--- src/rtl/uart_rx_sipo.sv ---
// UART receiver: synchronises and oversamples the serial line, deserialises
// each frame LSB first, and holds the word behind a one-entry valid/ready buffer.
module uart_rx_sipo #(
  parameter int unsigned CLKS_PER_BIT = 16,
  parameter int unsigned DATA_BITS    = 8
) (
  input  logic                 clk,
  input  logic                 rst_n,
  input  logic                 rx,
  output logic [DATA_BITS-1:0] rx_data,
  output logic                 rx_valid,
  input  logic                 rx_ready,
  output logic                 frame_err,
  output logic                 overrun,
  output logic                 busy
);

  localparam int unsigned CNT_W = (CLKS_PER_BIT > 1) ? $clog2(CLKS_PER_BIT) : 1;
  localparam int unsigned IDX_W = $clog2(DATA_BITS + 1);

  localparam logic [CNT_W-1:0] CNT_MID  = CNT_W'(CLKS_PER_BIT / 2 - 1);
  localparam logic [CNT_W-1:0] CNT_END  = CNT_W'(CLKS_PER_BIT - 1);
  localparam logic [IDX_W-1:0] IDX_LAST = IDX_W'(DATA_BITS - 1);

  typedef enum logic [1:0] {
    S_IDLE  = 2'd0,
    S_START = 2'd1,
    S_DATA  = 2'd2,
    S_STOP  = 2'd3
  } state_e;

  state_e               state_q,    state_d;
  logic [CNT_W-1:0]     cnt_q,      cnt_d;
  logic [IDX_W-1:0]     bitidx_q,   bitidx_d;
  logic [DATA_BITS-1:0] shift_q,    shift_d;
  logic [DATA_BITS-1:0] rx_data_q,  rx_data_d;
  logic                 rx_valid_q, rx_valid_d;
  logic                 frame_err_q, frame_err_d;
  logic                 overrun_q,  overrun_d;
  logic                 busy_q,     busy_d;
  logic                 rx_meta_q,  rx_meta_d;
  logic                 rx_s_q,     rx_s_d;
  logic                 rx_s_dly_q, rx_s_dly_d;
  logic                 frame_good;

  // Two-flop synchroniser plus one extra stage for start-edge detection.
  always_comb begin
    rx_meta_d  = rx;
    rx_s_d     = rx_meta_q;
    rx_s_dly_d = rx_s_q;
  end

  // Bit-timing FSM, deserialiser and holding-register handshake.
  always_comb begin
    state_d     = state_q;
    cnt_d       = cnt_q;
    bitidx_d    = bitidx_q;
    shift_d     = shift_q;
    rx_data_d   = rx_data_q;
    rx_valid_d  = rx_valid_q;
    frame_err_d = 1'b0;
    overrun_d   = 1'b0;
    frame_good  = 1'b0;

    case (state_q)
      S_IDLE: begin
        if (rx_s_dly_q && !rx_s_q) begin
          state_d = S_START;
          cnt_d   = '0;
        end
      end
      S_START: begin
        if (cnt_q == CNT_MID) begin
          cnt_d    = '0;
          bitidx_d = '0;
          state_d  = rx_s_q ? S_IDLE : S_DATA;
        end else begin
          cnt_d = cnt_q + CNT_W'(1);
        end
      end
      S_DATA: begin
        if (cnt_q == CNT_END) begin
          cnt_d    = '0;
          shift_d  = DATA_BITS'({rx_s_q, shift_q} >> 1);
          bitidx_d = bitidx_q + IDX_W'(1);
          if (bitidx_q == IDX_LAST) begin
            state_d = S_STOP;
          end
        end else begin
          cnt_d = cnt_q + CNT_W'(1);
        end
      end
      S_STOP: begin
        if (cnt_q == CNT_END) begin
          cnt_d   = '0;
          state_d = S_IDLE;
          if (rx_s_q) begin
            frame_good = 1'b1;
          end else begin
            frame_err_d = 1'b1;
          end
        end else begin
          cnt_d = cnt_q + CNT_W'(1);
        end
      end
      default: state_d = S_IDLE;
    endcase

    // A completing frame may refill the buffer in the same cycle it is consumed.
    if (frame_good) begin
      if (!rx_valid_q || rx_ready) begin
        rx_data_d  = shift_q;
        rx_valid_d = 1'b1;
      end else begin
        overrun_d = 1'b1;
      end
    end else if (rx_valid_q && rx_ready) begin
      rx_valid_d = 1'b0;
    end

    busy_d = (state_d != S_IDLE);
  end

  always_ff @(posedge clk) begin
    if (!rst_n) begin
      state_q     <= S_IDLE;
      cnt_q       <= '0;
      bitidx_q    <= '0;
      shift_q     <= '0;
      rx_data_q   <= '0;
      rx_valid_q  <= 1'b0;
      frame_err_q <= 1'b0;
      overrun_q   <= 1'b0;
      busy_q      <= 1'b0;
      rx_meta_q   <= 1'b1;
      rx_s_q      <= 1'b1;
      rx_s_dly_q  <= 1'b1;
    end else begin
      state_q     <= state_d;
      cnt_q       <= cnt_d;
      bitidx_q    <= bitidx_d;
      shift_q     <= shift_d;
      rx_data_q   <= rx_data_d;
      rx_valid_q  <= rx_valid_d;
      frame_err_q <= frame_err_d;
      overrun_q   <= overrun_d;
      busy_q      <= busy_d;
      rx_meta_q   <= rx_meta_d;
      rx_s_q      <= rx_s_d;
      rx_s_dly_q  <= rx_s_dly_d;
    end
  end

  assign rx_data   = rx_data_q;
  assign rx_valid  = rx_valid_q;
  assign frame_err = frame_err_q;
  assign overrun   = overrun_q;
  assign busy      = busy_q;

endmodule
--- config.mk ---
export PLATFORM = sky130hd
export DESIGN_NAME = uart_rx_sipo
export DESIGN_NICKNAME = d
export VERILOG_FILES = /design/src/rtl/uart_rx_sipo.sv
export SDC_FILE = /design/constraint.sdc
export NUM_CORES = 1
export LEC_CHECK = 0
export CAP_MARGIN = 20
export CORE_MARGIN = 2
export CORE_UTILIZATION = 48
export DETAILED_ROUTE_END_ITERATION = 10
export PLACE_DENSITY = 0.77
export SLEW_MARGIN = 20
export SYNTH_ARGS = -nofsm -noshare
export SYNTH_HDL_FRONTEND = slang
export SYNTH_SLANG_ARGS = --single-unit
--- constraint.sdc ---
create_clock -name clk -period 1.5 [get_ports clk]
set_input_delay 0.225 -clock clk [delete_from_list [all_inputs] [get_ports clk]]
set_output_delay 0.225 -clock clk [all_outputs]
set_load 0.02 [all_outputs]
==> impl_metrics.toml, run 1 <==
[die]
die_w_um = 57.5
fp-row-count = 19
die_area_um2 = 3310
ios = 16
die_h_um = 57.5
coreArea_um2 = 2730
start_util = 0.503

[setup_path]
rrSetupSlack_ns = 0.06
path_cells = "clkdlybuf4s50_1"
setup.worst_path.class = "reg -> out"
cp_top_family = "buffers and inverters"
r2r-end = "bitidx_q[0]"
worstReg2RegStart = "state_q[0]"
worst-path-buf-inv = 1
crit_arrival_ns = 1.24
cp-end-kind = "output pin"
slowest_delay_ns = 0.59
critical_path.max_fanout = 1
crit_path_start = "busy"
crit_path_start_kind = "flip-flop"
worst-path-stages = 1
required_ns = 1.27
critPathSlowestCell = "clkdlybuf4s50_1"
rr_worst_depth = 4
crit_end = "busy"

[finish]
seq_area_um2 = 667
final.fill_count = 230
layout.nets = 176
finalInstanceArea_um2 = 1670
area_delta_synth_final_pct = 21.5
utilization = 0.612
multi_input_area_um2 = 664
drive_above_1_share = 0.171
antennaDiodeCount = 0

[synthesis]
syn-num-nets = 155
synth_top_family_by_area = "simple AND/OR/NAND/NOR gates"
synth-async-reset-ratio = 0
synth_compound_area_frac = 0.134
synth-edff-count = 0
synthCells = 149
synth_ff_type = "dfxtp_1"
ys_ff_latch = 33
synth_mux_area_frac = 0.0655
ys_seq_area_frac = 0.480
synth_xor_area_frac = 0.0191
synthAdderAreaFrac = 0.0182
yosysUniqueCellTypes = 35
yosys.area_share.simple = 0.237
syn_area_per_cell_um2 = 9.24
yosysWarnings = 0
synth_area_um2 = 1380

[worst_hold_path]
worstHoldPathType = "reg -> reg"

[timing]
slew_violations = 0
hold_ws_ns = 0.426
clock_skew_ns = 0.00639
hold_viol = 0
worst_slew_pin_slew_ns = 0.302
min_period_ns = 1.47
setup_slack_ns = 0.0350
min_period_over_period = 0.977
setup_viol_count_final = 0
maxSlewHeadroom = 0.798
fin_setup_tns_ns = 0
max_freq_mhz = 683

[routing]
firstDrtPassIters = 5
wl_per_cell_um = 13.3
drtIter0Drc = 27
routed_wl_mm = 2.67
vias = 1091
ant_nets = 0
drc = 0
routed_via_density = 5.43

[grt]
grt-ovfl-total = 0
grt_max_degree = 28
grt_pass1_vias = 1039
grt_use_total = 0.180
antenna_found_initial = 0
grt_pass1_wl_mm = 4.49

[power]
ir_worst_vdd_mv = 0.725
power.density_nw_per_um2 = 880
leakage_nw = 0.722

[run]
drv_cap = 0

[clock_network]
clkLatencyLatePin_ns = 0.34
cts.sinks = 33
path_clk_slew_ns = 0.09
root_buffer = "clkbuf_4"
h-tree-depth = 2
cts_tree = "done"
cts_buffers = 5
clk_path_buf_depth = 2

[place]
io_buffers = 15
gp_congestion = 0.813
dpl_cell_area_um2 = 1610
preCtsSetupSlack_ns = -0.0104
hpwl_mm = 1.80

[status]
status = "finished clean"
-- per-layer routing --
layer  vias up  global-route usage  part of all wire
li1        553                   -                 -
met1       495               0.210              0.43
met2        35               0.281              0.49
met3         8              0.0726             0.064
met4         0              0.0963             0.021
met5         -                   0                 0
-- how the worst min path moves through the flow --
stage	start	to	slack (ns)	cells after the start
floorplan	rx	rx_meta_q	0.33	1
global placement	rx_meta_q	rx_s_dly_d	0.39	1
detailed placement	rx_meta_q	rx_s_dly_d	0.41	1
CTS	rx	rx_meta_q	0.42	2
global route	rx	rx_meta_q	0.44	2
finish	rx_meta_q	rx_s_dly_d	0.43	1
-- final cells by class --
type                       count  share of cell area
clock buffer                   6              0.0307
sequential                    33               0.399
clock inverter                 1             0.00449
inverter                       3             0.00673
tap                           31              0.0232
timing repair buffer          24               0.139
multi-input combinational    103               0.397
-- cells by family (layout without fill, tap and decap cells) --
family                   count (synthesis)  count (layout)
XOR/XNOR                                 3               3
AO/OA/AOI/OAI                           29              29
buffers and inverters                   13              34
adder cells (fa/ha/maj)                  2               2
AND/OR/NAND/NOR                         60              60
flip-flops                              33              33
multiplexers                             9               9
-- registers in the layout, indices dropped and copies added, names as in the netlist --
register and flops:
bitidx_q 4, busy 1, cnt_q 4, frame_err 1, overrun 1, rx_data 8, rx_meta_q 1, rx_s_dly_d 1
rx_s_dly_q 1, rx_valid 1, shift_q 8, state_q 2
-- where the power goes --
part | switching (mW) | internal (mW)
combinational | 0.0340 | 0.0367
sequential | 0.00726 | 0.884
clock | 0.291 | 0.219
-- layout by cell type (no fill, tap or decap), drive strengths merged, types with 3 or more instances in the layout --
cell           count
dfxtp             33
nand2             15
o21ai             14
nand3             13
dlygate4sd2       10
nor2b             10
mux2i              9
buf                9
nor2               7
clkbuf             6
clkdlybuf4s50      4
inv                3
a21boi             3
nand4              3
nand2b             3
a21oi              3
xnor2              3
-- per-stage QoR --
stage                     total power [mW]  instances
after global placement               0.977        194
after global routing                  1.53        201
after floorplan                      0.947        149
final                                 1.47        201
after detailed placement             0.979        194
after CTS                             1.49        201
-- timing repair --
item	in CTS	in global routing
buffers inserted	0	0
hold buffers	0	0
setup endpoints to repair	19	14
resized for setup	11	7
-- cells in the mapped netlist, drive strengths merged, types with 2 or more instances --
| library cell | n | area (µm²) |
|---|---|---|
| dfxtp | 33 | 661 |
| nand2 | 15 | 56.3 |
| o21ai | 14 | 70.1 |
| nand3 | 13 | 65.1 |
| nor2b | 10 | 65.1 |
| mux2i | 9 | 90.1 |
| nor2 | 7 | 28.8 |
| buf | 6 | 37.5 |
| clkbuf | 4 | 15.0 |
| a21boi | 3 | 22.5 |
| a21oi | 3 | 15.0 |
| inv | 3 | 11.3 |
| nand2b | 3 | 18.8 |
| nand4 | 3 | 18.8 |
| xnor2 | 3 | 26.3 |
| a22o | 2 | 17.5 |
| a31oi | 2 | 12.5 |
| ha | 2 | 25.0 |
| nor3 | 2 | 21.3 |
| or3b | 2 | 20.0 |
Note: power is estimated with default switching activity, not from simulation.
==> run 2, diff against run 1 <==
REMOVE_ABC_BUFFERS = 1   (was default)
==> impl_metrics.toml, run 2 (synthesis gave the netlist of run 1 again) <==
[timing]
max_freq_mhz = 680
min_period_ns = 1.47
worst_slew_pin_slew_ns = 0.311
setup_viol_count_final = 0
clock_skew_ns = 0.00638
hold_viol = 0
min_period_over_period = 0.980
rsz0062_at_grt = "false"
maxSlewHeadroom = 0.792
slew_violations = 0

[grt]
grt_pass1_vias = 1060
grt_pass1_wl_mm = 4.49
grt_use_total = 0.175
grt_use_met2 = 0.292
groute.layer.met3.usage = 0.0612
antenna_found_initial = 0
grt-ovfl-total = 0
grt_max_degree = 28
grt-busiest-layer = "met2"
globalRouteMet1Util = 0.212

[setup_path]
slowest_delay_ns = 0.59
setup.worst_path.class = "reg -> out"
critical_path.max_fanout = 1
worst-path-buf-inv = 1
cp_top_family = "buffers and inverters"
rr_worst_depth = 4
cp-end-kind = "output pin"
critPathSlowestCell = "clkdlybuf4s50_1"
r2r-end = "busy"
rrSetupSlack_ns = 0.07
required_ns = 1.27
path_cells = "clkdlybuf4s50_1"
crit_arrival_ns = 1.25
worstReg2RegStart = "state_q[0]"
crit_path_start_kind = "flip-flop"

[finish]
final.fill_count = 229
seq_area_um2 = 663
final_common_cell = "dfxtp_1"
area_delta_synth_final_pct = 24.5
layout.nets = 180
fin_cells = 206
antennaDiodeCount = 0
drive_above_1_share = 0.177
multi_input_area_um2 = 658
most-common-layout-cells = "dfxtp_1 (31), nand2_1 (15), o21ai_0 (14), nand3_1 (13), buf_4 (12)"

[worst_hold_path]
worstHoldPathType = "reg -> reg"
hold_path_end = "rx_s_dly_d"
min_path_cells = 1
hold_start = "rx_meta_q"

[routing]
firstDrtPassIters = 4
drtIter0Drc = 16
drc = 0
routed_wl_mm = 2.54
wl_per_cell_um = 12.3
routed_via_density = 5.35
ant_nets = 0
vias = 1103

[die]
die_area_um2 = 3310
coreArea_um2 = 2730
fp-row-count = 19
die_w_um = 57.5
die_h_um = 57.5
start_util = 0.503
ios = 16

[clock_network]
cts_tree = "done"
cts_setup_buffers = 0
root_buffer = "clkbuf_4"
cts_buffers = 5
h-tree-depth = 2
cts.sinks = 33
clkLatencyLatePin_ns = 0.34
path_clk_slew_ns = 0.10
clk_path_buf_depth = 2

[status]
status = "finished clean"

[place]
dp_cells = 198
hpwl_mm = 1.84
gp_congestion = 0.870
io_buffers = 15

[run]
drv_cap = 0

[power]
power.density_nw_per_um2 = 968
leakage_nw = 0.775
ir_worst_vdd_mv = 0.829
power.total_mw = 1.66
-- run 2: changes by cell type in the layout (fill, tap and decap cells not counted), moves of 2 or more --
cell / delta
dfxtp_2: -3
dfxtp_1: +3
buf_4: +5
dlygate4sd2_1: -2
dlymetal6s2s_1: +2
-- run 2: metal layers --
layer,vias up,share of wire
met2,22,0.49
li1,563,-
met1,515,0.45
met5,-,0
met3,3,0.043
met4,0,0.013
-- run 2: how the worst max path moves through the flow --
stage                        to  slack, ns  cells past startpoint  startpoint
finish                frame_err       0.03                      1   frame_err
global route         rx_data[3]     0.0009                      6    cnt_q[0]
CTS                    rx_valid      0.006                      1    rx_valid
detailed placement  bitidx_q[0]      -0.03                      4  state_q[0]
global placement    bitidx_q[0]      0.009                      4  state_q[0]
floorplan            state_q[0]      -0.26                      4  state_q[1]
-- run 2: timing repair --
action                                 in CTS  in global routing
gates resized for setup                     9                  6
setup endpoints to repair                  13                 25
hold buffers                                0                  0
endpoints found under the hold margin       0                  0
pin swaps                                   0                  1
-- run 2: stage by stage --
stage	utilization	hold WS, ns	cell area [µm²]	setup TNS [ns]	setup WS (ns)
2_1_floorplan	-	0.298	1320	-0.437	-0.257
3_3_place_gp	0.594	0.390	1620	0	0.00944
3_5_place_dp	0.594	0.402	1620	-0.0321	-0.0321
4_1_cts	0.622	0.426	1700	0	0.00557
5_1_grt	0.627	0.430	1710	0	0.000893
6_report	0.627	0.421	1710	0	0.0295
-- run 2: layout make-up --
cell class / instances / area share
repair buffers: 28 / 0.150
multi-input cells: 103 / 0.384
well taps: 31 / 0.0226
inverters: 3 / 0.00657
clock buffers: 7 / 0.0321
flip-flops and latches: 33 / 0.387
clock inverters: 1 / 0.0175
-- run 2: report_power, final --
| group | total, mW | switching, mW | internal, mW |
|---|---|---|---|
| combinational | 0.0680 | 0.0332 | 0.0348 |
| sequential | 0.891 | 0.00669 | 0.884 |
| clock | 0.700 | 0.302 | 0.398 |
==> run 3, diff against run 2 <==
--- a/config.mk
+++ b/config.mk
@@ -11,3 +11,3 @@
 export DETAILED_ROUTE_END_ITERATION = 10
-export PLACE_DENSITY = 0.77
+export PLACE_DENSITY = 0.73
 export REMOVE_ABC_BUFFERS = 1
==> constraint.sdc (replaced) <==
create_clock -name clk -period 1.5 [get_ports clk]
set_input_delay 0.375 -clock clk [delete_from_list [all_inputs] [get_ports clk]]
set_output_delay 0.375 -clock clk [all_outputs]
set_load 0.02 [all_outputs]
==> impl_metrics.toml, run 3 (synthesis gave the netlist of run 1 again) <==
[place]
gp_congestion = 0.824
hpwl_mm = 1.82
dpl_cell_area_um2 = 1620
io_buffers = 15
preCtsSetupSlack_ns = -0.0846

[run]
drv_cap = 0

[finish]
final.fill_count = 226
drive_above_1_share = 0.179
final_common_cell = "dfxtp_1"
most-common-layout-cells = "dfxtp_1 (29), nand2_1 (15), o21ai_0 (14), nand3_1 (13), dlygate4sd2_1 (12)"
layout.nets = 179
antennaDiodeCount = 0
area_delta_synth_final_pct = 22.8
finalInstanceArea_um2 = 1690

[die]
coreArea_um2 = 2730
ios = 16
fp-row-count = 19
die_h_um = 57.5
die_w_um = 57.5
start_util = 0.503
die_area_um2 = 3310

[setup_path]
rr_worst_depth = 4
cp-end-kind = "flip-flop"
rrSetupSlack_ns = 0.08
crit_path_start = "cnt_q[0]"
r2r-end = "cnt_q[2]"
worstReg2RegStart = "cnt_q[0]"
critical_path.max_fanout = 7
crit_path_start_kind = "flip-flop"
setup.worst_path.class = "reg -> reg"
required_ns = 1.74
crit_arrival_ns = 1.66
crit_end = "cnt_q[2]"

[grt]
grt_max_degree = 21
grt-ovfl-total = 0
grt_use_total = 0.176
grt_pass1_vias = 1038
grt_pass1_wl_mm = 4.40
antenna_found_initial = 0

[routing]
ant_nets = 0
wl_per_cell_um = 12.5
vias = 1089
firstDrtPassIters = 4
drtIter0Drc = 19
routed_wl_mm = 2.55
drc = 0
routed_via_density = 5.34

[clock_network]
cts_tree = "done"
h-tree-depth = 2
postCtsResizedCells = 14
path_clk_slew_ns = 0.10
cts_setup_buffers = 0
cts_hold_buf = 0
root_buffer = "clkbuf_4"
cts_buffers = 5
cts.sinks = 33
clkLatencyLatePin_ns = 0.32
clk_path_buf_depth = 2

[timing]
fin_setup_tns_ns = 0
hold_viol = 0
min_period_ns = 1.42
max_freq_mhz = 705
rsz0062_at_grt = "false"
maxSlewHeadroom = 0.791
setup_viol_count_final = 0
clock_skew_ns = 0.00279
setup_slack_ns = 0.0818
slew_violations = 0
hold_ws_ns = 0.420
min_period_over_period = 0.945
worst_slew_pin_slew_ns = 0.313

[power]
leakage_nw = 0.733
ir_worst_vdd_mv = 0.638
power.total_mw = 1.59
power.density_nw_per_um2 = 938

[status]
status = "finished clean"

[worst_hold_path]
worstHoldPathType = "reg -> reg"
run 3: cell count changes in the layout (fill, tap and decap cells not counted), sizes merged:
cell | before | now
dlygate4sd2 | 8 | 12
dlymetal6s2s | 3 | 0
clkbuf | 7 | 5
buf | 13 | 12
clkdlybuf4s50 | 4 | 3
clkinv | 0 | 1
run 3: area by class of cell:
type | count | area [µm²] | area share
tap | 31 | 38.8 | 0.0229
multi-input combinational | 103 | 664 | 0.393
inverter | 3 | 11.3 | 0.00666
clock inverter | 2 | 35.0 | 0.0207
clock buffer | 5 | 37.5 | 0.0222
sequential | 33 | 666 | 0.394
timing repair buffer | 27 | 238 | 0.141
run 3: power by group:
group | internal, mW | switching [mW] | total [mW]
logic | 0.0351 | 0.0338 | 0.0689
registers | 0.884 | 0.00580 | 0.890
clock network | 0.339 | 0.288 | 0.627
total | 1.26 | 0.328 | 1.59
run 3: critical path, stage by stage, from the launching register on:
cell	delay (ns)
dfxtp_2	0.37
ha_4	0.19
buf_4	0.13
or3b_2	0.44
a21boi_0	0.21
run 3: metrics by stage:
stage / cells / util
finish: 204 / 0.618
global route: 204 / 0.618
CTS: 204 / 0.616
detailed placement: 197 / 0.591
global placement: 197 / 0.591
floorplan: 139 / -
run 3: how the worst min path moves through the flow:
stage,startpoint,to,slack (ns),cells after the start
floorplan,rx_meta_q,rx_s_dly_d,0.39,1
global placement,rx_meta_q,rx_s_dly_d,0.39,1
detailed placement,rx_meta_q,rx_s_dly_d,0.40,1
CTS,rx_meta_q,rx_s_dly_d,0.43,1
global route,rx_meta_q,rx_s_dly_d,0.45,1
finish,rx_meta_q,rx_s_dly_d,0.42,1
run 3: metal layers:
layer / global-route usage / vias up / part of all wire / routed length [µm]
li1: - / 561 / - / -
met1: 0.207 / 505 / 0.45 / 1150
met2: 0.281 / 18 / 0.49 / 1250
met3: 0.0816 / 5 / 0.044 / 113
met4: 0.0631 / 0 / 0.016 / 42
met5: 0 / - / 0 / 0
